===== config.mk =====
export PLATFORM = sky130hd
export DESIGN_NAME = chunked_seq_adder_flat
export DESIGN_NICKNAME = d
export VERILOG_FILES = /design/src/rtl/chunked_seq_adder_if.sv /design/src/rtl/chunked_seq_adder.sv /design/src/flat_wrapper.sv
export SDC_FILE = /design/constraint.sdc
export NUM_CORES = 1
export LEC_CHECK = 0
export ABC_AREA = 1
export ABC_CLOCK_PERIOD_IN_PS = 5200
export CAP_MARGIN = 10
export CORE_UTILIZATION = 57
export DETAILED_ROUTE_END_ITERATION = 12
export MAX_ROUTING_LAYER = met4
export PLACE_DENSITY = 0.85
export SLEW_MARGIN = 0
export SYNTH_ARGS = -nofsm -noshare
export SYNTH_HDL_FRONTEND = slang
export SYNTH_SLANG_ARGS = --single-unit

===== constraint.sdc =====
create_clock -name clk -period 5.2 [get_ports clk]
set_input_delay 1.04 -clock clk [delete_from_list [all_inputs] [get_ports clk]]
set_output_delay 1.04 -clock clk [all_outputs]
set_load 0.02 [all_outputs]

===== src/rtl/chunked_seq_adder_if.sv =====
// Start/done handshake and operand/result bus for chunked_seq_adder.
// master drives requests, slave (the adder) returns status and result.
interface chunked_seq_adder_if #(
  parameter int unsigned WIDTH = 16
) ();

  logic             start;
  logic [WIDTH-1:0] a;
  logic [WIDTH-1:0] b;
  logic             cin;
  logic             sub;
  logic             ready;
  logic             busy;
  logic             done;
  logic [WIDTH-1:0] sum;
  logic             cout;
  logic             ovf;

  modport master (
    output start, a, b, cin, sub,
    input  ready, busy, done, sum, cout, ovf
  );

  modport slave (
    input  start, a, b, cin, sub,
    output ready, busy, done, sum, cout, ovf
  );

endinterface


===== src/rtl/chunked_seq_adder.sv =====
// Multi-cycle adder/subtractor: one CHUNK-bit ripple stage reused over WIDTH/CHUNK cycles,
// carry registered between slices, result published on a one-cycle done pulse.
module chunked_seq_adder #(
  parameter int unsigned WIDTH = 16,
  parameter int unsigned CHUNK = 4
) (
  input logic               clk,
  input logic               rst,
  chunked_seq_adder_if.slave bus
);

  localparam int unsigned NumChunks = WIDTH / CHUNK;
  localparam int unsigned CntW      = (NumChunks > 1) ? $clog2(NumChunks) : 1;
  localparam logic [CntW-1:0] LastCnt = CntW'(NumChunks - 1);

  typedef enum logic [1:0] {
    StIdle,
    StRun,
    StDone
  } state_e;

  state_e           state_q, state_d;
  logic [WIDTH-1:0] a_q, a_d;
  logic [WIDTH-1:0] b_q, b_d;
  logic [WIDTH-1:0] res_q, res_d;
  logic             carry_q, carry_d;
  logic [CntW-1:0]  cnt_q, cnt_d;
  logic [WIDTH-1:0] sum_q, sum_d;
  logic             cout_q, cout_d;
  logic             ovf_q, ovf_d;
  logic             ready_q, ready_d;
  logic             busy_q, busy_d;
  logic             done_q, done_d;

  logic [CHUNK-1:0] a_chunk;
  logic [CHUNK-1:0] b_chunk;
  logic [CHUNK-1:0] chunk_s;
  logic             chunk_co;
  logic             msb_ci;
  logic [WIDTH-1:0] res_new;

  // Slice select driven by the chunk counter; constant indices keep the mux static.
  always_comb begin
    a_chunk = '0;
    b_chunk = '0;
    for (int unsigned i = 0; i < NumChunks; i++) begin
      if (cnt_q == CntW'(i)) begin
        a_chunk = a_q[i*CHUNK +: CHUNK];
        b_chunk = b_q[i*CHUNK +: CHUNK];
      end
    end
  end

  assign {chunk_co, chunk_s} = {1'b0, a_chunk} + {1'b0, b_chunk} + {{CHUNK{1'b0}}, carry_q};

  // Carry into the top bit of the slice recovered from its sum and operand bits.
  assign msb_ci = chunk_s[CHUNK-1] ^ a_chunk[CHUNK-1] ^ b_chunk[CHUNK-1];

  always_comb begin
    res_new = res_q;
    for (int unsigned i = 0; i < NumChunks; i++) begin
      if (cnt_q == CntW'(i)) begin
        res_new[i*CHUNK +: CHUNK] = chunk_s;
      end
    end
  end

  always_comb begin
    state_d = state_q;
    a_d     = a_q;
    b_d     = b_q;
    res_d   = res_q;
    carry_d = carry_q;
    cnt_d   = cnt_q;
    sum_d   = sum_q;
    cout_d  = cout_q;
    ovf_d   = ovf_q;

    unique case (state_q)
      StIdle: begin
        if (bus.start) begin
          a_d     = bus.a;
          b_d     = bus.sub ? ~bus.b : bus.b;
          carry_d = bus.sub ? ~bus.cin : bus.cin;
          cnt_d   = '0;
          state_d = StRun;
        end
      end
      StRun: begin
        res_d   = res_new;
        carry_d = chunk_co;
        if (cnt_q == LastCnt) begin
          sum_d   = res_new;
          cout_d  = chunk_co;
          ovf_d   = msb_ci ^ chunk_co;
          state_d = StDone;
        end else begin
          cnt_d = cnt_q + 1'b1;
        end
      end
      StDone: begin
        state_d = StIdle;
      end
      default: begin
        state_d = StIdle;
      end
    endcase

    ready_d = (state_d == StIdle);
    busy_d  = (state_d == StRun);
    done_d  = (state_d == StDone);
  end

  always_ff @(posedge clk or posedge rst) begin
    if (rst) begin
      state_q <= StIdle;
      a_q     <= '0;
      b_q     <= '0;
      res_q   <= '0;
      carry_q <= 1'b0;
      cnt_q   <= '0;
      sum_q   <= '0;
      cout_q  <= 1'b0;
      ovf_q   <= 1'b0;
      ready_q <= 1'b1;
      busy_q  <= 1'b0;
      done_q  <= 1'b0;
    end else begin
      state_q <= state_d;
      a_q     <= a_d;
      b_q     <= b_d;
      res_q   <= res_d;
      carry_q <= carry_d;
      cnt_q   <= cnt_d;
      sum_q   <= sum_d;
      cout_q  <= cout_d;
      ovf_q   <= ovf_d;
      ready_q <= ready_d;
      busy_q  <= busy_d;
      done_q  <= done_d;
    end
  end

  assign bus.ready = ready_q;
  assign bus.busy  = busy_q;
  assign bus.done  = done_q;
  assign bus.sum   = sum_q;
  assign bus.cout  = cout_q;
  assign bus.ovf   = ovf_q;

endmodule


===== src/flat_wrapper.sv =====
// flat-port wrapper written by rule: the top's interface ports become plain ports
module chunked_seq_adder_flat 
#(
  parameter int unsigned WIDTH = 16,
  parameter int unsigned CHUNK = 4
)
  (clk, rst, bus_start, bus_a, bus_b, bus_cin, bus_sub, bus_ready, bus_busy, bus_done, bus_sum, bus_cout, bus_ovf);
  chunked_seq_adder_if #(.WIDTH(WIDTH)) bus_i ();
  input logic clk;
  input logic rst;
  input wire logic [$bits(bus_i.start)-1:0] bus_start;
  input wire logic [$bits(bus_i.a)-1:0] bus_a;
  input wire logic [$bits(bus_i.b)-1:0] bus_b;
  input wire logic [$bits(bus_i.cin)-1:0] bus_cin;
  input wire logic [$bits(bus_i.sub)-1:0] bus_sub;
  output wire logic [$bits(bus_i.ready)-1:0] bus_ready;
  output wire logic [$bits(bus_i.busy)-1:0] bus_busy;
  output wire logic [$bits(bus_i.done)-1:0] bus_done;
  output wire logic [$bits(bus_i.sum)-1:0] bus_sum;
  output wire logic [$bits(bus_i.cout)-1:0] bus_cout;
  output wire logic [$bits(bus_i.ovf)-1:0] bus_ovf;
  assign bus_i.start = bus_start;
  assign bus_i.a = bus_a;
  assign bus_i.b = bus_b;
  assign bus_i.cin = bus_cin;
  assign bus_i.sub = bus_sub;
  assign bus_ready = bus_i.ready;
  assign bus_busy = bus_i.busy;
  assign bus_done = bus_i.done;
  assign bus_sum = bus_i.sum;
  assign bus_cout = bus_i.cout;
  assign bus_ovf = bus_i.ovf;
  chunked_seq_adder #(.WIDTH(WIDTH), .CHUNK(CHUNK)) u_core (.clk(clk), .rst(rst), .bus(bus_i));
endmodule

* Yosys cells after proc, flatten, opt, wreduce, memory -nomap -nowiden
Index checks and enable logic that the tools add are counted.
Storage, ports and cells: output and inout port bits 21, memory bits (writable) 0, word-level logic and storage cells 58, memories kept 0, register bits after elaboration 74, input port bits 37, bits in read-only memories 0, bits in latches 0
Cells by class: $lt $le $gt $ge 0, multipliers 0, muxes and demuxes 22, $add $sub $neg 3, divide/modulo/power cells 0, bitwise operators 5, equality and inequality tests 8, shift-type cells 0, reductions and logical operators 8
Operators by type and width (count):
- $mux 4 | 12
- $mux 16 | 1
- $not 16->16 | 1
- $mux 2 | 4
- $pmux 2 s2 | 2
- $eq 2x1->1 const B | 3
- $eq 2x2->1 const B | 3
- $logic_not 2->1 | 3
- $reduce_and 2->1 | 3
- $add 4x4->5 | 1
- $add 5x1->5 | 1
- $ne 2x2->1 const B | 2
- $reduce_and 3->1 | 1
- $xor 1x1->1 | 3
- $add 2x1->2 const B | 1
- $mux 1 | 2
- $pmux 1 s2 | 1
- $reduce_bool 2->1 | 1
- $not 1->1 | 1

* Longest topological paths before layout
depth in word-level cells 10, depth in mapped cells 19, gate-level depth less buffers 18

* Least setup slack after synthesis
Ideal clock, no wire load.
path kind register to register, start register u_core.cnt_q[0], end register u_core.res_q[9], required time 5.066 ns, period minus slack after synthesis 2.609 ns, library setup time 0.134 ns, path buffers 1, slack 2.591 ns, stages on the path, launching flop included 10, arrival 2.475 ns, cell sequence dfrtp_1 > ha_1 > inv_2 > clkbuf_1 > o21ai_0 > fa_1 > inv_1 > fa_1 > o21ai_0 > o21ai_0
Between the ends: cells in the longest elaborated chain, start to end 8, elaborated cells on any way between the ends 15, classes of those cells 2 x add/sub; 3 x eq/ne; 9 x mux; 1 x reduce/logical
Ends and longest elaborated chain:
- from (decl) | line chunked_seq_adder.sv:27 | logic [CntW-1:0] cnt_q, cnt_d;
- from (signal assigned) | line chunked_seq_adder.sv:134 | cnt_q <= cnt_d;
- $logic_not 2->1 | line chunked_seq_adder.sv:47 | if (cnt_q == CntW'(i)) begin
- $mux 4 (4 in series) | line chunked_seq_adder.sv:47
- $add 4x4->5 | line chunked_seq_adder.sv:54 | assign {chunk_co, chunk_s} = {1'b0, a_chunk} + {1'b0, b_chunk} + {{CHUNK{1'b0}}, carry_q};
- $add 5x1->5 | line chunked_seq_adder.sv:54
- $mux 4 (*) | line chunked_seq_adder.sv:62 | if (cnt_q == CntW'(i)) begin
- to (signal assigned) | line chunked_seq_adder.sv:132 | res_q <= res_d;
- to (decl) | line chunked_seq_adder.sv:25 | logic [WIDTH-1:0] res_q, res_d;
Mark *: on every way between the ends. The rest lies on a longest branch, timed or not. A chain may end at the register's enable or synchronous reset.

* Final worst setup path
start register u_core.cnt_q[0], end register u_core.ovf_q, in the netlist u_core.bus.ovf
Between the ends: cells in the longest elaborated chain, start to end 10, elaborated cells on any way between the ends 18, classes of those cells 2 x add/sub; 3 x eq/ne; 8 x mux; 3 x bitwise; 2 x reduce/logical
Ends and longest elaborated chain:
- $logic_not 2->1 | line chunked_seq_adder.sv:47
- $mux 4 (4 in series) | line chunked_seq_adder.sv:47
- $add 4x4->5 | line chunked_seq_adder.sv:54
- $add 5x1->5 | line chunked_seq_adder.sv:54
- $xor 1x1->1 (2 in series) | line chunked_seq_adder.sv:57 | assign msb_ci = chunk_s[CHUNK-1] ^ a_chunk[CHUNK-1] ^ b_chunk[CHUNK-1];
- $xor 1x1->1 | line chunked_seq_adder.sv:95 | ovf_d = msb_ci ^ chunk_co;
- to (signal assigned) | line chunked_seq_adder.sv:137 | ovf_q <= ovf_d;
- to (decl) | line chunked_seq_adder.sv:30 | logic ovf_q, ovf_d;
Several ways; a longest one is shown, not always the timed one.

==> reports/qor.txt <==
status = completed
post-CTS resize count = 0
row cnt = 27
CTS Sinks = 70
CP cell instances = inv_1 > ha_1 > inv_1 > o21ai_0 > o221ai_1 > o21ai_0 > fa_1 > inv_1 > fa_1 > nand2_1 > nand2_1 > a21oi_2 > nand3_1 > nand2_1 > nand3_1 > nand3_1 > nand2_1
slew margin rel. = 36.99%
Synth area leaders = dfrtp_1 51%, nand2_1 15%, o21ai_0 7.7%
Skew-Pair Late Insertion Delay = 0.34 ns
DR iter-0 viols = 120
Slew Limit Fails = 0
GP Congestion = 0.9039
final setup fails = 0
WL/cell = 13.41 microns
most used cell along the critical path = nand2_1
CP max FO = 14
area of the multi-input gates = 0.001395 sq mm
Max-Cap Viols = 0
final total power = 0.003029 W
# DRC = 0
routed wire length = 7080 microns
fin area = 0.004168 sq mm
CP Launch Type = flip-flop
Util after Layout = 74.32%
Setup crit end kind = flip-flop
DIE AREA = 0.006250 sq mm
launch point of the worst reg-to-reg path = u_core.cnt_q[0]
Final Critical Period = 3.169 ns
Register Area = 0.001753 sq mm
post-CTS setup buffer count = 0
critical path endpoint = u_core.bus.ovf
Slowest-stage cell, CP = dfrtp_1
Mapped Nets = 446
first-pass GRT wire length = 12430 microns
Worst-path clk slew = 0.07 ns
Hold Crit Start = u_core.bus.sum[4]
Crit path max-delay family = adder cells
setup TNS = 0 ns
leading cell type in the layout, fill and taps excluded = nand2_1
share of cells above drive strength 1 = 6.798%
# fillers = 433
Crit Reg-Reg Endpoint = u_core.bus.ovf
worst hold path class = flip-flop to flip-flop
via count = 2762
H-tree levels = 3
Root Driver = clkbuf_8
Core Area = 0.005608 sq mm
Max IR drop VDD = 365.5 uV
pwr dens = 726.8 mW/mm^2
share of the clock period used by the worst path = 60.94%
Synth area leader = dfrtp_1
die width = 79.06 microns
Pleak = 1.994 nW
initial antenna violation count = 0
worst-margin pin slew = 0.9421 ns
chip height = 79.06 microns
r2r setup slk = 2.03 ns
largest net degree at the start of global routing = 37
#FFs+latches synth = 70
CP max stage delay = 0.41 ns
DP HPWL = 5210 microns
IO Count = 58
syn_area_per_cell = 8.461 sq um
yosys warns = 0
Hold Buf Count CTS = 0
RSZ-0062 raised after global routing = no
CP required = 5.43 ns
post-synth top area share = 51.02%
critical path class = flip-flop to flip-flop
Fmax achieved = 315.6 MHz
Post-DP Area = 0.003955 sq mm
total track usage = 26.94%
clk_skew = 0.009458 ns
Post-Syn Area = 0.003384 sq mm
CTS Buffer Depth = 2
Gate Count Post-Synth = 400
Ant. Diodes = 0
Initial Utilization = 60.35%
area grow syn2layout = 23.14%
Final ANT Viol Nets = 0
CTS Buf Count = 9
most frequent cells in the layout = 135 x nand2_1, 69 x dfrtp_1, 57 x clkdlybuf4s50_1
buffer and inverter count on the worst path = 3
First-pass DRT Iterations = 4
Yosys cell types = 27
vias in the first global route = 2748
critical path data arrival time = 3.40 ns
Levels on crit path = 17
CTS tree = built
FF-to-FF path depth = 17
via/cell ratio = 5.231
crit path from = u_core.cnt_q[0]
final net count = 497
Fin. Hold Viols = 0
port bufs = 57
grt ovf = 0
post-synthesis sequential area ratio = 51.79%
-- state kept, by name, summed over array words and instances, names as in the netlist, 2 cells and up --
name,flops
u_core.bus.sum,16
u_core.cnt_q,2
u_core.res_q,12
u_core.a_q,16
u_core.b_q,16
u_core.state_q,2
-- synthesized netlist by cell type --
library cell	count
dfstp_2	1
nor2_4	3
a21oi_1	18
clkbuf_1	5
nor2_2	1
a21oi_2	3
o21ai_1	12
xnor2_1	11
inv_1	33
fa_1	2
buf_2	9
nand2_1	135
buf_6	1
buf_4	2
a22oi_1	1
dfrtp_1	69
inv_2	4
o211ai_1	2
clkbuf_4	1
o21ai_0	52
nor2_1	7
xor2_1	6
o221ai_1	2
or2_1	2
nand2_2	1
ha_1	7
nand3_1	10
-- how the worst min path moves through the flow --
stage                             end  cells past startpoint
floorplan              u_core.a_q[10]                      2
global placement    u_core.bus.sum[1]                      2
detailed placement  u_core.bus.sum[4]                      2
CTS                 u_core.bus.sum[4]                      2
global route           u_core.a_q[10]                      2
finish              u_core.bus.sum[4]                      2
-- final cells by class --
type                    count  share of cell area (%)
clock inverters             7                   2.131
flip-flops and latches     70                   42.06
well taps                  72                   2.162
repair buffers             58                   13.87
clock buffers               9                   2.972
inverters                  37                   3.332
multi-input cells         275                   33.47
-- report_power, final --
| part | leakage, nW | switching [W] | total (W) | internal [W] |
|---|---|---|---|---|
| combinational | 1.01 | 0.00104 | 0.00163 | 0.000591 |
| sequential | 0.873 | 0.000126 | 0.000931 | 0.000805 |
| clock | 0.113 | 0.000202 | 0.000469 | 0.000267 |
-- stage by stage --
step                      worst slack, ns  hold WS, ns  std cells
after floorplan                     2.393       0.4367        400
after global placement              2.164       0.4557        512
after detailed placement            2.064       0.4660        512
after CTS                           2.042       0.4843        528
after global routing                1.723       0.4961        528
final                               2.031       0.4818        528
-- cell families after synthesis --
group           Yosys count  synth area share, %
compound gates           90                14.09
fa+ha+maj                 9                3.771
buf+inv                  55                6.987
simple gates            159                18.97
flops                    70                51.79
xor+xnor                 17                4.399
-- worst reg2reg max path: stages, from the launching register on --
cell and delay (ns):
dfrtp_1 0.41, inv_1 0.13, ha_1 0.41, inv_1 0.30, o21ai_0 0.15, o221ai_1 0.11
o21ai_0 0.15, fa_1 0.21, inv_1 0.06, fa_1 0.40, nand2_1 0.09, nand2_1 0.06
a21oi_2 0.23, nand3_1 0.10, nand2_1 0.08, nand3_1 0.07, nand3_1 0.07, nand2_1 0.05
-- layer usage --
metal  GRT usage (%)  share of wire (%)  up-vias
met5               -                  0        -
met4           15.09                3.3        0
met3           5.172                5.1       22
met2           41.55                 48       89
met1           33.49                 44     1277
li1                -                  -     1374
No activity file was read; power rests on OpenSTA's default activity.
